<file path="src/rtl/bcd_display_scanner.sv">
`default_nettype none
// ============================================================================
// Module      : bcd_display_scanner
// Description : Time-multiplexes four BCD digits onto one shared BCD-to-7-seg
//               encoder for a common-anode 4-digit display. A shadow copy of
//               the digits is taken once per frame so a frame never mixes old
//               and new values. Each digit slot opens with a dead time in
//               which every digit is off, to suppress ghosting. Leading zeros
//               can be blanked, and non-BCD codes are always blanked.
// Ports       : clk        - system clock, rising edge
//               reset_n    - asynchronous active-low reset
//               en         - scan enable; 0 freezes the scan, blanks display
//               digits     - d3..d0 = digits[15:12]..digits[3:0]
//               lz_blank   - 1 = blank leading zeros (d0 never blanked)
//               bcd        - BCD code to the encoder (4'hF when blank)
//               Vs         - 1 = bcd is a digit to display
//               dig_n      - active-low one-hot digit enable
//               frame_done - one-cycle pulse on the slot 3 -> 0 wrap
// Revision    : 1.0 - initial release
// ============================================================================
module bcd_display_scanner #(
  parameter int CLK_DIV      = 50000,
  parameter int BLANK_CYCLES = 1000
) (
  input  logic        clk,
  input  logic        reset_n,
  input  logic        en,
  input  logic [15:0] digits,
  input  logic        lz_blank,
  output logic [3:0]  bcd,
  output logic        Vs,
  output logic [3:0]  dig_n,
  output logic        frame_done
);

  localparam int            CW        = $clog2(CLK_DIV);
  localparam logic [CW-1:0] CNT_MAX   = CW'(CLK_DIV - 1);
  localparam logic [CW-1:0] BLANK_END = CW'(BLANK_CYCLES);

  logic [CW-1:0] cnt, cnt_nxt;
  logic [1:0]    slot, slot_nxt;
  logic [15:0]   shadow, shadow_nxt;
  logic          wrap;

  logic [3:0]    nib;
  logic          upper_zero;
  logic [3:0]    bcd_nxt;
  logic          vs_nxt;
  logic [3:0]    dig_nxt;

  // Next-state: prescaler, slot counter and once-per-frame capture.
  // With en low nothing advances, so a wrap coinciding with en falling is
  // simply not taken.
  always_comb begin
    cnt_nxt    = cnt;
    slot_nxt   = slot;
    shadow_nxt = shadow;
    wrap       = 1'b0;
    if (en) begin
      if (cnt == CNT_MAX) begin
        cnt_nxt  = '0;
        slot_nxt = slot + 2'd1;
        if (slot == 2'd3) begin
          shadow_nxt = digits;
          wrap       = 1'b1;
        end
      end else begin
        cnt_nxt = cnt + CW'(1);
      end
    end
  end

  // Outputs are decoded from the next state so that the registered outputs
  // line up exactly with the registered cnt/slot.
  always_comb begin
    nib = shadow_nxt[{slot_nxt, 2'b00} +: 4];

    // A digit is a leading zero when it and every more significant digit
    // are zero; slot 0 is never considered leading.
    case (slot_nxt)
      2'd3:    upper_zero = (shadow_nxt[15:12] == 4'h0);
      2'd2:    upper_zero = (shadow_nxt[15:8]  == 8'h00);
      2'd1:    upper_zero = (shadow_nxt[15:4]  == 12'h000);
      default: upper_zero = 1'b0;
    endcase

    bcd_nxt = 4'hF;
    vs_nxt  = 1'b0;
    dig_nxt = 4'b1111;
    if (en && (cnt_nxt >= BLANK_END) && (nib <= 4'd9) &&
        !(lz_blank && upper_zero)) begin
      bcd_nxt = nib;
      vs_nxt  = 1'b1;
      dig_nxt = ~(4'b0001 << slot_nxt);
    end
  end

  always_ff @(posedge clk or negedge reset_n) begin
    if (!reset_n) begin
      cnt        <= '0;
      slot       <= 2'd0;
      shadow     <= 16'h0000;
      bcd        <= 4'hF;
      Vs         <= 1'b0;
      dig_n      <= 4'b1111;
      frame_done <= 1'b0;
    end else begin
      cnt        <= cnt_nxt;
      slot       <= slot_nxt;
      shadow     <= shadow_nxt;
      bcd        <= bcd_nxt;
      Vs         <= vs_nxt;
      dig_n      <= dig_nxt;
      frame_done <= wrap;
    end
  end

endmodule
`default_nettype wire
</file>
<file path="config.mk">
export PLATFORM = sky130hd
export DESIGN_NAME = bcd_display_scanner
export DESIGN_NICKNAME = d
export VERILOG_FILES = /design/src/rtl/bcd_display_scanner.sv
export SDC_FILE = /design/constraint.sdc
export NUM_CORES = 1
export LEC_CHECK = 0
export CAP_MARGIN = 20
export CORE_AREA = 2 2 77 79
export CTS_BUF_LIST = sky130_fd_sc_hd__clkbuf_8
export DETAILED_ROUTE_END_ITERATION = 12
export DIE_AREA = 0 0 79 81
export PLACE_DENSITY = 0.66
export SLEW_MARGIN = 20
export SYNTH_ARGS = -nofsm -noshare
export SYNTH_HDL_FRONTEND = slang
export SYNTH_SLANG_ARGS = --single-unit
</file>
<file path="constraint.sdc">
create_clock -name clk -period 4 [get_ports clk]
set_clock_uncertainty 0.2 [all_clocks]
set_input_delay 0.4 -clock clk [delete_from_list [all_inputs] [get_ports clk]]
set_output_delay 0.4 -clock clk [all_outputs]
set_load 0.05 [all_outputs]
</file>
# Yosys cells after proc, flatten, opt, wreduce, memory -nomap -nowiden
# Cells that the tools add are included.
# op_classes
n_addsub,2
magnitude_cmp,2
n_eq_ne,5
shift,2
muxes,14
bitwise_logic,1
reduce_logical,8
# ops
cell,n
16-bit two-way mux,5
"16-bit by 1-bit adder with 16-bit output, second input constant",1
"16-bit == test, second input constant",1
"16-bit by 10-bit >= comparator with 1-bit output, second input constant",1
16-bit by 5-bit variable part select with 4-bit output,1
12-bit zero test,1
8-bit zero test,1
4-bit two-way mux,2
"2-bit == test, second input constant",3
"4-bit less-or-equal comparator, second input constant",1
1-bit logical AND,4
4-bit zero test,1
1-bit two-way mux,4
2-bit two-way mux,2
4-bit inverter,1
"1-bit by 2-bit left shift with 4-bit output, first input constant",1
1-bit case mux with 3 select lines,1
"2-bit by 1-bit adder with 2-bit output, second input constant",1
"2-bit by 1-bit == test with 1-bit output, second input constant",1
1-bit zero test,1
# word_totals
regBits,44
inputBits,20
out_inout_bits,10
elab_cells,41

# Longest topological paths before layout
# depth
ltp_word,10
depth_mapped,10
ltp_nobuf,8

# Least setup slack after synthesis
# OpenSTA, ideal clock, no wires.
# synth_path
kind,flip-flop to flip-flop
from,register cnt[13]
to,register Vs
setup_time_ns,0.119
arrival_time_ns,2.489
t_required_ns,3.681
path_slack_ns,1.192
path_stages_with_launch,11
path_buffers,3
period_less_slack_ns,2.808
path_cell_list,dfrtp_1 buf_6 or3_4 or4_4 buf_6 buf_6 a31oi_1 a211oi_1 nor4_2 a211oi_4 and2_1
# synth_via
elab_chain_len,9
word_cells_on_any_way,24
cone_classes,add/sub (1); order compare (2); eq/ne (4); shift (1); mux (8); reduce/logical (8)
# synth_rtl
item,line_no,rtl
start: declaration,40,"logic [CW-1:0] cnt, cnt_nxt;"
start signal: assignment,108,cnt <= cnt_nxt;
"parallel branches: the longest is 7 deep, another holds 16-bit by 1-bit adder with 16-bit output",-,
1-bit logical AND *,90,if (en && (cnt_nxt >= BLANK_END) && (nib <= 4'd9) &&
1-bit two-way mux *,90,
net vs_nxt,48,logic vs_nxt;
end signal: assignment,112,Vs <= vs_nxt;
end: declaration,31,"output logic Vs,"
# Mark *: on every way through the listed nets, which the timed path passes.

# Worst setup path after layout
# layout_path
from,register cnt[13]
to,register dig_n[1]
# layout_via
elab_chain_len,9
word_cells_on_any_way,26
cone_classes,add/sub (1); order compare (2); eq/ne (4); shift (2); mux (8); bitwise (1); reduce/logical (8)
# layout_rtl
item,line_no,rtl
"parallel branches: the longest is 8 deep, another holds 16-bit by 1-bit adder with 16-bit output",-,
4-bit two-way mux *,90,
net dig_nxt[1],49,logic [3:0] dig_nxt;
end signal: assignment,113,dig_n <= dig_nxt;
end: declaration,32,"output logic [3:0] dig_n,"
# Marked as above.

==> results.md <==
- Mean post-synth cell area: 9.53 um^2
- Crit end category: register
- DRC Markers: 0
- Synth area leader: dfrtp_1
- CTS root buf: clkbuf_8
- Die Span Y: 81 um
- WHS Endpoint: shadow[0]
- GRT Resource Usage Total: 18.9%
- Drt via density: 5.64
- Final Worst Setup Slack: 0.721 ns
- Routed WL: roughly 5600 um
- Post-route setup TNS: 0 ns
- Endpoints failing hold: 0
- WS Path Type: reg -> reg
- Final Max Tran Viols: 0
- Fraction of layout cells with a size suffix above 1: between 10% and 20%
- CTS H-tree depth: 2
- R2R Path End: dig_n[1]
- Max-cap violations: 0
- Synth unique cells: 55
- Detail Route Antenna Nets: 0
- Final non-filler cell area: 3070 um^2
- Final Wtd Congestion: 0.930
- Synth Register Bits: 44
- Number of cell rows: 28
- Power share of the combinational group: 12.6%
- CTS buffer count: 5
- PwrDens: 325 nW/um^2
- Clock-pin slew on the worst setup and hold paths: roughly 0.09 ns
- CP delay by family, top: simple AND/OR/NAND/NOR gates
- Place WS: about 0.77 ns
- Maximum VDD drop: 0.204 mV
- CTS Sinks: 44
- Placed cell area: between 2000 and 3000 um^2
- Crit start category: register
- YS warnings: 0
- RSZ-0062 raised after global routing: no
- First-pass GRT wire length: ~9600 um
- Synth area leaders: dfrtp_1, dfstp_2, nand2_1, mux2i_1, mux2_2
- Largest net degree at the start of global routing: 45
- Post-Syn Nets: between 200 and 300
- DP HPWL: 4140 um
- Avg WL per Cell: about 15 um
- Most common library cells after synthesis: dfrtp_1, nand2_1, o21ai_0
- Clock group share of total power: 35.2%
- Sequential-to-total area share from yosys stat: 43.2%
- DRT iter0 DRCs: 144
- Final Cycle Share: 82.0%
- Post-layout net count: 320
- Max stage delay cell, worst path: or4_4
- Async SR Flop Fraction: 100%
- Critical hold path startpoint: shadow[0]
- Clock Latency Late Sink: 0.30 ns
- Internal power: 722 uW
- Initial antenna violation count: 0
- Relative slew slack: 62.5%
- Worst Path Arrival: approximately 3.3 ns
- I/O pin cnt: 30
- # Post-CTS Setup Buffers: 0
- R2r startpoint: cnt[13]
- Hold Crit Class: reg -> reg
- Port Buffers: 29
- Worst reg2reg setup slack: slightly above 0.7 ns
- First-pass detailed-route iteration total: 4
- Detailed-route via count: 2111
- CORE AREA: 5680 um^2
- Sequential fraction of design power: approximately 52%
- Grt total ovfl: 0
- EDFF count, synth: 0
- Status: finished, final reports clean
- Critical path cell sequence: or3_4, or4_4, nor2_1, a31oi_1, a32oi_1, a21o_2, nand4_1
- Switch Pwr: 275 uW
- Area delta synth->final: 19.1%
- Number of stages on the worst hold path: 2
- TritonCTS clock tree: done
- LEAKAGE: 0.00128 uW
- R2R depth: 7
- Ant diodes: 0
- Sw frac: 27.6%
- Starting Density: 45.3%
- Fill count: ~540
- Final setup viols: 0
- DP Cell Count: around 360
- Die footprint: 6400 um^2
- Final Instance Count excl. Fillers: 374
- Slew @ Worst Pin: about 0.56 ns
- Vias in the first global route: about 2000
- Crit path largest cell delay: 0.62 ns
- Top FF cell, synth: dfrtp_1
- Buf/Inv on CP: 0
- Synth Cell Area: 2570 um^2
- Minimum clock period: 3.28 ns
- Peak Freq: 305 MHz
- Die Wd: 79 um
- CP Max Fanout: 17
- Post-synth top area share: approximately a third
- Synth Instances: 270
- Bufs on Longest Clock Path: 2
- WP data required: roughly 4 ns
==> area by class of cell <==
class	count	area, um^2	area share, %
Multi-Input combinational cell	198	1330	43.3
Sequential cell	44	1110	36.2
Timing Repair Buffer	38	375	12.2
Tap cell	75	93.8	3.06
Clock buffer	5	68.8	2.24
Clock inverter	3	46.3	1.51
Inverter	11	41.3	1.35
==> cells in the final DEF (no fill, tap or decap), drive strengths merged, types with 10 or more instances in the layout <==
| cell | count |
|---|---|
| nand3 | 12 |
| nor2 | 10 |
| o21ai | 19 |
| nor4 | 11 |
| inv | 12 |
| nand2 | 36 |
| clkdlybuf4s50 | 28 |
| mux2i | 11 |
| dfrtp | 36 |
| nand4 | 11 |
==> power by group through the flow <==
| stage | Combinational (uW) | Clock, uW | Sequential [uW] |
|---|---|---|---|
| 6_report | 125 | 352 | 521 |
| 3_3_place_gp | 120 | 0 | 527 |
| 2_1_floorplan | 86.0 | 0 | 508 |
| 5_1_grt | 138 | 382 | 529 |
| 3_5_place_dp | 122 | 0 | 529 |
| 4_1_cts | 123 | 363 | 521 |
==> what timing repair did <==
item / in CTS / in global routing
hold buffers: 0 / 1
endpoints found under the hold margin: 0 / 18
gates resized for setup: 0 / 0
==> state kept, by name, summed over array words and instances, names as in the netlist <==
register	flops
slot	2
dig_n	4
frame_done	1
Vs	1
bcd	4
cnt	16
shadow	16
==> how the worst max path moves through the flow <==
stage / from / to / slack, ns / cells after the start
2_1_floorplan: cnt[13] / Vs / 1.19 / 10
3_3_place_gp: en / Vs / 0.83 / 8
3_5_place_dp: en / bcd[2] / 0.77 / 8
4_1_cts: cnt[13] / dig_n[0] / 0.78 / 7
5_1_grt: cnt[13] / dig_n[0] / 0.60 / 7
6_report: cnt[13] / dig_n[1] / 0.72 / 7
==> worst reg2reg max path: stages (launching register included) <==
cell and delay, ns:
dfrtp_1 0.48, or3_4 0.43, or4_4 0.62, nor2_1 0.50, a31oi_1 0.21, a32oi_1 0.42, a21o_2 0.21, nand4_1 0.11
==> cells by family after synthesis <==
group	Yosys count	share of synthesized area (%)
DFF	44	43.2
and+or+nand+nor	110	22.9
adders and majority gates	2	0.972
xor gates and xnor gates	10	3.40
muxes	18	7.34
buffers and inverters	28	5.20
AOI/OAI and AO/OA	58	17.0
==> layer usage <==
| layer | GRT usage [%] | part of all wire (%) | up-vias |
|---|---|---|---|
| met5 | 0 | 0 | - |
| met4 | 5.52 | 1.2 | 0 |
| met3 | 3.78 | 3.8 | 6 |
| met2 | 27.8 | 44 | 46 |
| met1 | 28.1 | 51 | 1000 |
| li1 | - | - | 1059 |
==> stage by stage <==
step	hold WS [ns]	util, %	power (uW)
2_1_floorplan	-0.0956	-	594
6_report	0.306	54.0	998
5_1_grt	0.342	54.0	1050
4_1_cts	0.0705	53.4	1010
3_3_place_gp	0.280	51.3	647
3_5_place_dp	0.284	51.3	651
(Power assumes the default switching activity.)
==> RTL change 1: new RTL, same settings <==
Reset style: synchronous (`reset_n`), changed in one clocked block. Comments in the files are not updated.
--- a/src/rtl/bcd_display_scanner.sv
+++ b/src/rtl/bcd_display_scanner.sv
@@ -96,5 +96,5 @@
   end
 
-  always_ff @(posedge clk or negedge reset_n) begin
+  always_ff @(posedge clk) begin
     if (!reset_n) begin
       cnt        <= '0;
Function: same outputs for any inputs over 10 cycles, from zero or initial values and one cycle with reset_n low; that may be too few to reach the edited logic, so the function may still have changed.
==> RTL change 1 against the original RTL <==
- synthesized area fell by 15%
- setup slack gained 0.063 ns
- design area down 14%
- sequential share of layout area decreased by 2.8 points
- sequential cell count stayed put
- wire length is 16% lower
- critical path depth rose by 2
Power is not compared: it rests on default switching activity, and its combinational part moved more than twofold at a synthesized area within 25%.
==> RTL change 1: results (changes against the original RTL) <==
final_layout:
  nFillCells: 592  # +10%
  insertedDiodeCount: 0  # unchanged
  nNetsFinal: 285  # -11%
  drive_gt1_share_pct: 6.06  # -9.0 points
  reg.largest.list: "cnt x16, shadow x16"
placed_design:
  io_buffers: 29  # unchanged
  dp_hpwl_um: 3420  # -17%
  gp_congestion: 0.873  # -6.1%
min_path:
  hold_path_class: "register to register"
  hold_depth: 2  # unchanged
synthesis:
  async_flop_share_pct: 0  # -100 points
  yosys_warnings: 0  # unchanged
  ys_top_cells_by_count: "dfxtp_1, mux2i_1, nor2_1, nor2b_1, nand3_1"
  ys_types: 40  # -27%
  synth_area_leaders: "dfxtp_1, mux2i_1, nor2b_1, xnor2_1, nor2_1"
  ys_seq_area_share_pct: 40.2  # -3.0 points
  syn_nets: 260  # -11%
global_route:
  grt_pass1_wl_um: 7490  # -22%
  antenna_found_initial: 0  # unchanged
  grt_max_degree: 24  # -47%
  grt_usage_pct: 14.8  # -4.1 points
  grt_pass1_vias: 1593  # -19%
detailed_routing:
  wl_um: 4670  # -16%
  ant_nets: 0  # unchanged
  drt-pass1-iter-count: 4  # unchanged
  num_vias: 1772  # -16%
  drt_iter0_markers: 66  # -54%
clock_tree:
  cts_setup_buffers: 0  # unchanged
  numCtsBuffers: 5  # unchanged
  clockRootBuffer: "clkbuf_8"
  clock_path_buffers: 2  # unchanged
  clk_pin_slew_worst_paths_ns: 0.08
  htree_levels: 2  # unchanged
  cts_resized: 0  # unchanged
  worstSkewPairLatency_ns: 0.29
setup_path:
  critPathMaxStageDelay_ns: 0.59  # -0.03 ns
  cp.arrival_ns: 3.21  # -0.07 ns
  cp_max_fo: 13  # -4
  reg2reg_depth: 9  # +2
  critPathSlowestCell: "clkdlybuf4s50_1"
sta:
  slew_headroom_pct: 53.7  # -8.8 points
  hold_violations: 0  # unchanged
power_and_ir_drop:
  power.leakage_nw: 1.02
  ir_drop_mv: 0.205
run_status:
  status: "finished clean"
[RTL change 1: changes by cell type in the layout (fill, tap and decap cells not counted), sizes merged, moves of 13 or more]
cell   unedited run  this run
dfrtp            36         0
nand2            36        10
nor2b             0        20
dfxtp             0        44
o21ai            19         6
mux2i            11        29
[RTL change 1: worst max-delay path, delay by kind of cell]
kind	cells	cell delay (ns)
multiplexers	3	0.68
AO/OA/AOI/OAI	1	0.28
AND/OR/NAND/NOR	3	1.00
buffers and inverters	2	0.83
[RTL change 1: path summary, 6_finish.rpt]
path | from | end | slack [ns]
setup / recovery | en | Vs | 0.78
hold / removal | shadow[2] | shadow[2] | 0.33
setup reg to reg | cnt[0] | Vs | 0.88
hold reg to reg | shadow[2] | shadow[2] | 0.33
[RTL change 1: power by group]
group | internal (mW) | total, mW | switching [mW]
Sequential | 0.440 | 0.442 | 0.00244
Clock | 0.140 | 0.294 | 0.154
Combinational | 0.0242 | 0.0398 | 0.0156
[RTL change 1: kinds of logic after synthesis]
logic type      after synthesis  synth area share, %
fa+ha+maj                     2                 1.14
flops                        44                 40.2
mux                          30                 13.8
simple gates                100                 26.2
compound gates               30                 9.08
xor+xnor                     15                 5.99
buf+inv                      17                 3.65
[RTL change 1: routing by layer]
metal	up-vias	wire [um]	GRT usage, %
li1	900	-	-
met1	813	2340	20.8
met2	54	2050	22.6
met3	5	227	3.11
met4	0	56	4.83
met5	-	0	0
[RTL change 1: layout make-up]
cell class	instances	area, sq um	share of cell area, %
Multi-Input combinational cell	177	1230	46.8
Sequential cell	44	881	33.5
Timing Repair Buffer	33	320	12.2
Tap cell	75	93.8	3.57
Clock buffer	6	82.6	3.14
Clock inverter	2	15.0	0.571
Inverter	2	7.51	0.285
[RTL change 1: per-stage QoR]
| stage | cells | area, sq um | util [%] | setup WS [ns] |
|---|---|---|---|---|
| 2_1_floorplan | 238 | 2190 | - | 1.09 |
| 3_3_place_gp | 331 | 2530 | 44.6 | 0.588 |
| 3_5_place_dp | 331 | 2530 | 44.6 | 0.491 |
| 4_1_cts | 339 | 2630 | 46.4 | 0.805 |
| 5_1_grt | 339 | 2630 | 46.4 | 0.624 |
| 6_report | 339 | 2630 | 46.4 | 0.784 |
==> RTL change 2: new RTL, same flow settings <==
Without the edit above. Change the parameter `CLK_DIV` from 50000 to 100000.
--- a/src/rtl/bcd_display_scanner.sv
+++ b/src/rtl/bcd_display_scanner.sv
@@ -20,5 +20,5 @@
 // ============================================================================
 module bcd_display_scanner #(
-  parameter int CLK_DIV      = 50000,
+  parameter int CLK_DIV      = 100000,
   parameter int BLANK_CYCLES = 1000
 ) (
Check against the original RTL: same outputs for any inputs over 10 cycles, from zero or initial values and one cycle with reset_n low; that may be too few to reach the edited logic, so the function may still have changed.
==> RTL change 2 against the original RTL <==
- combinational power is 27% higher
- synthesized area is 2.7% higher
- worst hold slack worse by 0.0046 ns
- design area is 0.53% higher
- clock power is 21% lower
- non-clock buffer count is 6 lower
- final cell count is 8.3% lower
- total power is 0.39% lower
- via count is 9.1% lower
- wire length is 3.5% lower
- setup slack better by 0.17 ns
- sequential power is 6.9% higher
- sequential cell count is 1 higher
- largest cell class unchanged
- highest routed layer unchanged
==> RTL change 2: results (changes against the original RTL) <==
run_status:
  status: "finished clean"
global_route:
  grt_max_degree: 46  # +2.2%
  grt_pass1_vias: 1914  # -2.1%
  grt_pass1_wl_um: 9250  # -3.4%
detailed_routing:
  viasPerCell: 5.59  # -0.93%
  drt_iter0_markers: 153  # +6.3%
placed_design:
  gp_congestion: 0.869  # -6.5%
  pre_cts_ws_ns: 0.705  # -0.0603 ns
  dp_hpwl_um: 4050  # -2.1%
synthesis:
  ys_seq_area_share_pct: 43.0  # -0.18 points
  syn_nets: 263  # -9.9%
  ys_top_cells_by_count: "dfrtp_1, mux2_2, xnor2_1, nor2_1, nand2_1"
  yosys_warnings: 0  # unchanged
  ys_types: 57  # +3.6%
final_layout:
  reg.largest.list: "cnt x17, shadow x16"
  drive_gt1_share_pct: 22.4  # +7.3 points
  nNetsFinal: 289  # -9.7%
setup_path:
  critPathMaxStageDelay_ns: 0.79  # +0.17 ns
  critPathSlowestCell: "dfrtp_1"
  crit_family: "flip-flops"
  cp_max_fo: 19  # +2
power_and_ir_drop:
  ir_drop_mv: 0.179  # -12%
  power.leakage_nw: 1.28  # +0.45%
min_path:
  hold_path_class: "input port to async pin"
sta:
  slew_headroom_pct: 54.6  # -7.9 points
RTL change 2: metal layers:
metal | vias to the layer above | GRT usage (%) | wire [um]
met5 | - | 0 | 0
met4 | 0 | 6.21 | 96
met3 | 10 | 4.11 | 242
met2 | 43 | 27.9 | 2460
met1 | 928 | 26.7 | 2590
li1 | 937 | - | -
RTL change 2: through the flow:
step / instances / cell area [sq um] / power, mW / hold slack (ns)
after floorplan: 241 / 2640 / 0.670 / -0.0956
after global placement: 333 / 2960 / 0.719 / 0.311
after detailed placement: 333 / 2960 / 0.722 / 0.293
after CTS: 341 / 3050 / 1.00 / 0.0913
after global routing: 343 / 3080 / 1.05 / 0.325
final: 343 / 3080 / 0.994 / 0.302
RTL change 2: cell type report:
type | count | area share, %
inverters | 7 | 0.853
multi-input cells | 176 | 45.9
flip-flops and latches | 45 | 36.9
clock buffers | 5 | 2.23
well taps | 75 | 3.05
clock inverters | 3 | 0.609
repair buffers | 32 | 10.5
RTL change 2: path summary, 6_finish.rpt:
path	from	end	slack, ns	depth (start not counted)
min in group clk	shadow[0]	shadow[0]	0.31	1
max in group asynchronous	reset_n	bcd[1]	2.78	3
worst min-delay path	reset_n	cnt[10]	0.30	2
worst max-delay path	slot[0]	bcd[0]	0.90	8
worst min register to register	shadow[0]	shadow[0]	0.31	1
worst max register to register	slot[0]	bcd[0]	0.90	8
RTL change 2: power by group through the flow:
stage          registers, mW  clock network (mW)  logic, mW
5_1_grt                0.566               0.305      0.181
2_1_floorplan          0.546                   0      0.124
4_1_cts                0.557               0.288      0.158
6_report               0.557               0.278      0.159
3_5_place_dp           0.566                   0      0.156
3_3_place_gp           0.564                   0      0.155
RTL change 2: cell families after synthesis:
group | Yosys count | share of synthesized area (%)
mux | 31 | 16.4
buf+inv | 20 | 3.46
flops | 45 | 43.0
simple gates | 90 | 20.4
fa+ha+maj | 2 | 0.947
xor+xnor | 19 | 6.30
compound gates | 34 | 9.52
